`src/rtl/quad_esc_pkg.sv`:
```
// Shared constants and channel naming for the quad ESC pulse driver.
package quad_esc_pkg;

  localparam int SPD_W          = 11;
  localparam int N_CHAN         = 4;

  localparam int PERIOD_DEF     = 125000;
  localparam int MIN_PULSE_DEF  = 50000;
  localparam int SCALE_DEF      = 24;
  localparam int WDOG_FRMS_DEF  = 25;

  typedef enum logic [1:0] {
    FRNT = 2'd0,
    BCK  = 2'd1,
    LFT  = 2'd2,
    RGHT = 2'd3
  } chan_e;

endpackage

```
`src/rtl/esc_chan.sv`:
```
// One ESC channel: pending/active pulse width pair and a registered PWM compare.
module esc_chan
  import quad_esc_pkg::*;
#(
  parameter int CW        = 17,
  parameter int MIN_PULSE = MIN_PULSE_DEF,
  parameter int SCALE     = SCALE_DEF
) (
  input  logic             clk,
  input  logic             rst_n,
  input  logic             wrt,
  input  logic [SPD_W-1:0] spd,
  input  logic             bndry,
  input  logic             fs,
  input  logic [CW-1:0]    cnt,
  output logic             pwm
);

  localparam logic [CW-1:0] MIN_W = CW'(MIN_PULSE);

  logic [CW-1:0] nxt_w_q, nxt_w_d;
  logic [CW-1:0] act_w_q, act_w_d;
  logic          pwm_q, pwm_d;
  logic [CW-1:0] spd_w;

  assign spd_w = CW'(32'(MIN_PULSE) + 32'(spd) * 32'(SCALE));

  // act_w samples the pre-write nxt_w at the boundary, so a write landing on
  // the last frame cycle only shows up one frame later.
  always_comb begin
    nxt_w_d = nxt_w_q;
    if (wrt) begin
      nxt_w_d = spd_w;
    end else if (fs) begin
      nxt_w_d = MIN_W;
    end

    act_w_d = act_w_q;
    if (bndry) begin
      act_w_d = fs ? MIN_W : nxt_w_q;
    end

    pwm_d = (cnt < act_w_q);
  end

  always_ff @(posedge clk or negedge rst_n) begin
    if (!rst_n) begin
      nxt_w_q <= MIN_W;
      act_w_q <= MIN_W;
      pwm_q   <= 1'b0;
    end else begin
      nxt_w_q <= nxt_w_d;
      act_w_q <= act_w_d;
      pwm_q   <= pwm_d;
    end
  end

  assign pwm = pwm_q;

endmodule

```
`src/rtl/esc_pwm_drv.sv`:
```
// Four-channel ESC pulse generator: frame counter, command watchdog, frame start strobe.
module esc_pwm_drv
  import quad_esc_pkg::*;
#(
  parameter int PERIOD    = PERIOD_DEF,
  parameter int MIN_PULSE = MIN_PULSE_DEF,
  parameter int SCALE     = SCALE_DEF,
  parameter int WDOG_FRMS = WDOG_FRMS_DEF
) (
  input  logic             clk,
  input  logic             rst_n,
  input  logic             wrt,
  input  logic [SPD_W-1:0] frnt_spd,
  input  logic [SPD_W-1:0] bck_spd,
  input  logic [SPD_W-1:0] lft_spd,
  input  logic [SPD_W-1:0] rght_spd,
  output logic             frnt_pwm,
  output logic             bck_pwm,
  output logic             lft_pwm,
  output logic             rght_pwm,
  output logic             frm_strt,
  output logic             stale
);

  localparam int CW  = $clog2(PERIOD);
  localparam int WDW = $clog2(WDOG_FRMS + 1);
  localparam logic [CW-1:0]  CNT_LAST = CW'(PERIOD - 1);
  localparam logic [WDW-1:0] WD_MAX   = WDW'(WDOG_FRMS);

  if (MIN_PULSE + ((1 << SPD_W) - 1) * SCALE >= PERIOD) begin : g_bad_cfg
    $error("esc_pwm_drv: full-scale pulse does not fit inside PERIOD");
  end

  logic [CW-1:0]  cnt_q, cnt_d;
  logic [WDW-1:0] wd_q, wd_d;
  logic           stale_q, stale_d;
  logic           frm_strt_q, frm_strt_d;
  logic           bndry;

  assign bndry = (cnt_q == CNT_LAST);

  // wrt is a single-cycle strobe with no back-pressure: speeds are valid only
  // in the cycle wrt is high and are always accepted.
  always_comb begin
    cnt_d      = bndry ? '0 : cnt_q + 1'b1;
    frm_strt_d = (cnt_q == '0);
    wd_d       = wd_q;
    stale_d    = stale_q;
    if (wrt) begin
      wd_d    = '0;
      stale_d = 1'b0;
    end else if (bndry && (wd_q != WD_MAX)) begin
      wd_d = wd_q + 1'b1;
      if ((wd_q + 1'b1) == WD_MAX) begin
        stale_d = 1'b1;
      end
    end
  end

  always_ff @(posedge clk or negedge rst_n) begin
    if (!rst_n) begin
      cnt_q      <= '0;
      wd_q       <= '0;
      stale_q    <= 1'b0;
      frm_strt_q <= 1'b0;
    end else begin
      cnt_q      <= cnt_d;
      wd_q       <= wd_d;
      stale_q    <= stale_d;
      frm_strt_q <= frm_strt_d;
    end
  end

  logic [SPD_W-1:0] spd [N_CHAN];
  logic [N_CHAN-1:0] pwm;

  assign spd[FRNT] = frnt_spd;
  assign spd[BCK]  = bck_spd;
  assign spd[LFT]  = lft_spd;
  assign spd[RGHT] = rght_spd;

  for (genvar i = 0; i < N_CHAN; i++) begin : g_chan
    esc_chan #(
      .CW        (CW),
      .MIN_PULSE (MIN_PULSE),
      .SCALE     (SCALE)
    ) u_chan (
      .clk   (clk),
      .rst_n (rst_n),
      .wrt   (wrt),
      .spd   (spd[i]),
      .bndry (bndry),
      .fs    (stale_q),
      .cnt   (cnt_q),
      .pwm   (pwm[i])
    );
  end

  assign frnt_pwm = pwm[FRNT];
  assign bck_pwm  = pwm[BCK];
  assign lft_pwm  = pwm[LFT];
  assign rght_pwm = pwm[RGHT];
  assign frm_strt = frm_strt_q;
  assign stale    = stale_q;

endmodule

```
`config.mk`:
```
export PLATFORM = sky130hd
export DESIGN_NAME = esc_pwm_drv
export DESIGN_NICKNAME = d
export VERILOG_FILES = /design/src/rtl/quad_esc_pkg.sv /design/src/rtl/esc_chan.sv /design/src/rtl/esc_pwm_drv.sv
export SDC_FILE = /design/constraint.sdc
export NUM_CORES = 1
export LEC_CHECK = 0
export CORE_MARGIN = 2
export CORE_UTILIZATION = 50
export DETAILED_ROUTE_END_ITERATION = 7
export PLACE_DENSITY_LB_ADDON = 0.08
export SYNTH_ARGS = -nofsm -noshare
export SYNTH_HDL_FRONTEND = slang
export SYNTH_SLANG_ARGS = --single-unit
```
`constraint.sdc`:
```
create_clock -name clk -period 6.2 [get_ports clk]
set_clock_uncertainty 0.1 [all_clocks]
set_input_delay 0.93 -clock clk [delete_from_list [all_inputs] [get_ports clk]]
set_output_delay 0.93 -clock clk [all_outputs]
set_load 0.01 [all_outputs]
```
After elaboration in Yosys (flattened, before gate mapping)

Index checks and enable logic that the tools add are counted.

Add/subtract/negate cells: 6
Eq/ne operators: 3
Muxes and demuxes: 14
Reductions and logical operators: 5
Magnitude comparators: 4
$mul: 4

Operators by type and width:

| operator               | number |
|---|---|
| $mux 17                | 9 |
| $add 16x16->17 const A | 4 |
| $lt 17x17->1           | 4 |
| $mul 11x2->13 const B  | 4 |
| $add 17x1->17 const B  | 1 |
| $eq 17x17->1 const B   | 1 |
| $logic_not 17->1       | 1 |
| $mux 5                 | 2 |
| $add 5x1->5 const B    | 1 |
| $eq 5x5->1 const B     | 1 |
| $ne 5x5->1 const B     | 1 |
| $reduce_bool 2->1      | 2 |
| $mux 1                 | 3 |
| $reduce_and 2->1       | 1 |
| $logic_and 1x1->1      | 1 |

Output and inout port bits: 6
Word-level logic and storage cells: 52
Register bits: 164

Logic depth before layout (Yosys ltp)

Word-level depth: 5
Mapped depth: 10
Depth with buffers taken out: 10

Cells and area by module

From an unflattened synthesis, not the netlist that was laid out.

Cells, all modules: 1261
Area, all modules: 11686.2 um2

By module, submodules not included:

| module      | seq. area each (um2) | area each (um2) | cells an instance | times used |
|---|---|---|---|---|
| esc_chan    | 890.9                | 2616.3          | 284               | 4 |
| esc_pwm_drv | 600.6                | 1221.2          | 125               | 1 |

Least setup slack after synthesis

OpenSTA, ideal clock, no wires.

Kind: input-to-reg
Start point: input rght_spd[0]
End point: register g_chan[3].u_chan.nxt_w_q[14]
Path slack: 2.835 ns
Stages on the path: 10
Library setup time: 0.093 ns
Buffers on the path: 0
Data required time: 6.007 ns
Arrival: 3.172 ns
Cell sequence: ha_1 > fa_1 > a211oi_1 > o21bai_1 > o21bai_1 > xor2_1 > or3_4 > nor3b_2 > xor2_1 > a21oi_1

Cells in the longest elaborated chain, start to end: 3

RTL lines:

| what                             | line              | RTL |
|---|---|---|
| start: declaration               | esc_pwm_drv.sv:16 | `input logic [SPD_W-1:0] rght_spd,` |
| $mul 11x2->13                    | esc_chan.sv:26    | `assign spd_w = CW'(32'(MIN_PULSE) + 32'(spd) * 32'(SCALE));` |
| $add 16x16->17                   | esc_chan.sv:26    |  |
| $mux 17                          | esc_chan.sv:32    | `if (wrt) begin` |
| via g_chan[3].u_chan.nxt_w_d[14] | esc_chan.sv:21    | `logic [CW-1:0] nxt_w_q, nxt_w_d;` |
| end signal: assignment           | esc_chan.sv:52    | `nxt_w_q <= nxt_w_d;` |
| end: declaration                 | esc_chan.sv:21    |  |

The timed path passes the listed nets, and every way through them passes these cells.
A chain may end at the register's enable or synchronous reset.

Worst setup path after layout

Start point: input rght_spd[1]
End point: register g_chan[3].u_chan.nxt_w_q[14]

Same word-level chain as after synthesis.

==> results.md <==
* Status: completed
* Critical R2R Capture: wd_q[2]
* Post-Synthesis Cells at 1186
* Ports at 53
* Crit-path max cell delay at 0.47 ns
* Distinct cells, synth at 76
* Met1 WL at 11.8 mm
* RR Startpoint: cnt_q[9]
* Slew margin rel. at 31.6%
* HPWL after detailed placement at 15.7 mm
* Worst skew pair latency at 0.42 ns
* Post-synthesis cell area at 0.0108 mm2
* Die height at 151 um
* Reg-to-reg slack, setup at 2.80 ns
* CP cell instances: clkdlybuf4s50_1, ha_1, fa_1, a211oi_1, o21bai_1, o21bai_1, xor2_1, or3_4, nor3b_2, xor2_1, a21oi_1
* Die W at 151 um
* EDFF count, synth at 0
* Min-delay src: g_chan[2].u_chan.act_w_q[7]
* Worst-margin pin slew at 1.03 ns
* Final core occ at 57.6%
* Worst hold path type: flop to flop
* Min-Delay Path Depth at 2
* Dpl cell area at 0.0115 mm2
* Hold WS at 0.379 ns
* Fin crit share at 59.7%
* Final hold vios at 0
* Post-synthesis net count at 1358
* Synth top area share at 26.9%
* CP Max Fanout at 5
* RD Place Congestion at 0.801
* H-tree depth at 4
* Ys flop type: dfrtp_1
* Peak VDD IR at 163 uV
* Post-synthesis sequential area ratio at 38.6%
* FMAX at 270 MHz
* Sum of negative setup slack at 0 ns
* CTS clk-pin slew, worst paths at 0.06 ns
* Design Area, Final at 0.0122 mm2
* Pins over their slew limit at 0
* Top cells by count, synth: o21ai_0 (142), nand2_1 (135), ha_1 (121)
* Synth top area cells: dfrtp_1 (27%), ha_1 (14%), dfstp_2 (12%)
* CTS Root Cell: clkbuf_16
* Avg Inst Size Synth at 9.10 um2
* Crit path DAT at 3.93 ns
* Core Box Area at 0.0211 mm2
* Post-cts sizing count at 0
* Max_cap viols at 0
* Routed met3 length at 534 um
* Period minus WS final at 3.70 ns
* Yosys reg bits at 164
* Final WL at 22.4 mm
* All-layer global routing usage at 21.0%
* Layout cell share with drive strength beyond 1 at 9.58%
* First-pass GRT wire length at 38.4 mm
* Fill cell count at 1909
* Vias in the first global route at 7734
* Postcts setup bufs at 0
* Via-to-Cell Ratio at 5.46
* Count leader, synth: o21ai_0
* Critical Path RT at 6.43 ns
* Final count of negative-setup-slack endpoints at 0
* Initial Util at 51.2%
* Final ANT Viol Nets at 0
* Synth area leader: dfrtp_1
* Top Metal Used: met4
* Final setup margin at 2.50 ns
* Pwr Density at 241 mW/mm2
* Met2 routed WL at 9.88 mm
* TritonCTS clock tree: built
* Row cnt at 53
* Total CTS buffers at 17
* WL/cell at 14.9 um
* Hold Crit Endpoint: g_chan[2].u_chan.act_w_q[7]
* TritonCTS sink count at 164
* FF-to-FF path depth at 8
* Initial DRC Count at 382
* Startpoint type of the worst setup path: input pin
* Lkg Pwr at 5.31 nW
* Crit-path slowest cell: clkdlybuf4s50_1
* Layout Nets at 1391
* Kind of critical path: input pin to flop
* Via Count at 8231
* Post-CTS Hold Fix Bufs at 0
* Worst-case clock buffer depth at 2
* RSZ-0062 raised after global routing: false
* PortBufs at 52
* Gr ovfl total at 0
* Largest net degree at the start of global routing at 113
* ANT cells at 0
* Area grow syn2layout at 12.7%
* Dpl ws at 2.06 ns
* CP endpoint kind: flop
* Initial antenna violation count at 0
* Die Footprint at 0.0228 mm2
* Number of remaining DRC errors at 0
* Synth warn at 0
* Pre-Repair DR Iteration Count at 6
* Asr flop ratio synth at 100%
==> report_power, final <==
group / leakage [nW] / internal (W) / switching [W]
clock network: 0.296 / 0.000668 / 0.000431
logic: 2.98 / 0.000256 / 0.000342
registers: 2.04 / 0.00119 / 0.0000344
==> layout make-up <==
type / instances / area, um2 / share of cell area [%]
Tap cell: 275 / 344 / 2.83
Clock buffer: 21 / 470 / 3.87
Timing Repair Buffer: 58 / 564 / 4.64
Sequential cell: 164 / 4160 / 34.3
Clock inverter: 11 / 149 / 1.22
Multi-Input combinational cell: 889 / 6130 / 50.4
Inverter: 89 / 334 / 2.75
==> flip-flops by register name (all words and copies together) (netlist names) <==
register	cells
cnt_q	17
frm_strt	1
g_chan.u_chan.act_w_q	68
g_chan.u_chan.nxt_w_q	68
g_chan.u_chan.pwm	4
stale	1
wd_q	5
==> cells in the final DEF, fill, tap and decap left out, types with 16 or more instances in the layout <==
master           synthesis  routed
clkdlybuf4s50_1          0      50
nand3_1                 23      23
clkbuf_16                0      17
a21o_1                  33      33
dfstp_2                 48      48
xor2_1                  34      34
nand4_1                 16      16
a21oi_1                 70      70
ha_1                   121     121
dfrtp_1                116     116
o21ai_0                142     142
xnor2_1                 37      37
nor2_1                  54      54
inv_1                   88      88
nor3_1                  34      34
nand2_1                135     135
==> cell families after synthesis <==
| group | count (synthesis) | synth area share (%) |
|---|---|---|
| xor+xnor | 72 | 5.91 |
| mux | 13 | 1.25 |
| simple gates | 341 | 15.4 |
| compound gates | 338 | 19.4 |
| fa+ha+maj | 125 | 14.8 |
| buf+inv | 133 | 4.66 |
| flops | 164 | 38.6 |
==> routing by layer <==
| layer | global-route usage, % | up-vias |
|---|---|---|
| met4 | 5.47 | 0 |
| met2 | 32.7 | 101 |
| li1 | - | 4253 |
| met1 | 31.1 | 3853 |
| met5 | 0 | - |
| met3 | 2.68 | 24 |
==> worst max-delay path by stage <==
stage	start	endpoint	slack [ns]	depth (start not counted)
3_5_place_dp	rght_spd[1]	g_chan[3].u_chan.nxt_w_q[14]	2.06	11
5_1_grt	rght_spd[1]	g_chan[3].u_chan.nxt_w_q[15]	2.22	11
6_report	rght_spd[1]	g_chan[3].u_chan.nxt_w_q[14]	2.50	11
4_1_cts	rght_spd[1]	g_chan[3].u_chan.nxt_w_q[14]	2.51	11
2_1_floorplan	rght_spd[0]	g_chan[3].u_chan.nxt_w_q[14]	2.84	10
3_3_place_gp	rght_spd[1]	g_chan[3].u_chan.nxt_w_q[14]	2.10	11
==> metrics by stage <==
step	instances	total power, W
3_5_place_dp	1475	0.00185
3_3_place_gp	1475	0.00184
6_report	1507	0.00293
4_1_cts	1507	0.00295
2_1_floorplan	1186	0.00168
5_1_grt	1507	0.00309
==> worst max-delay path, delay by kind of cell <==
| kind | cells | cell delay [ns] |
|---|---|---|
| AO/OA/AOI/OAI | 4 | 0.80 |
| adder cells (fa/ha/maj) | 2 | 0.74 |
| AND/OR/NAND/NOR | 2 | 0.68 |
| buffers and inverters | 1 | 0.47 |
| XOR/XNOR | 2 | 0.30 |
Note: power is estimated with default switching activity, not from simulation.
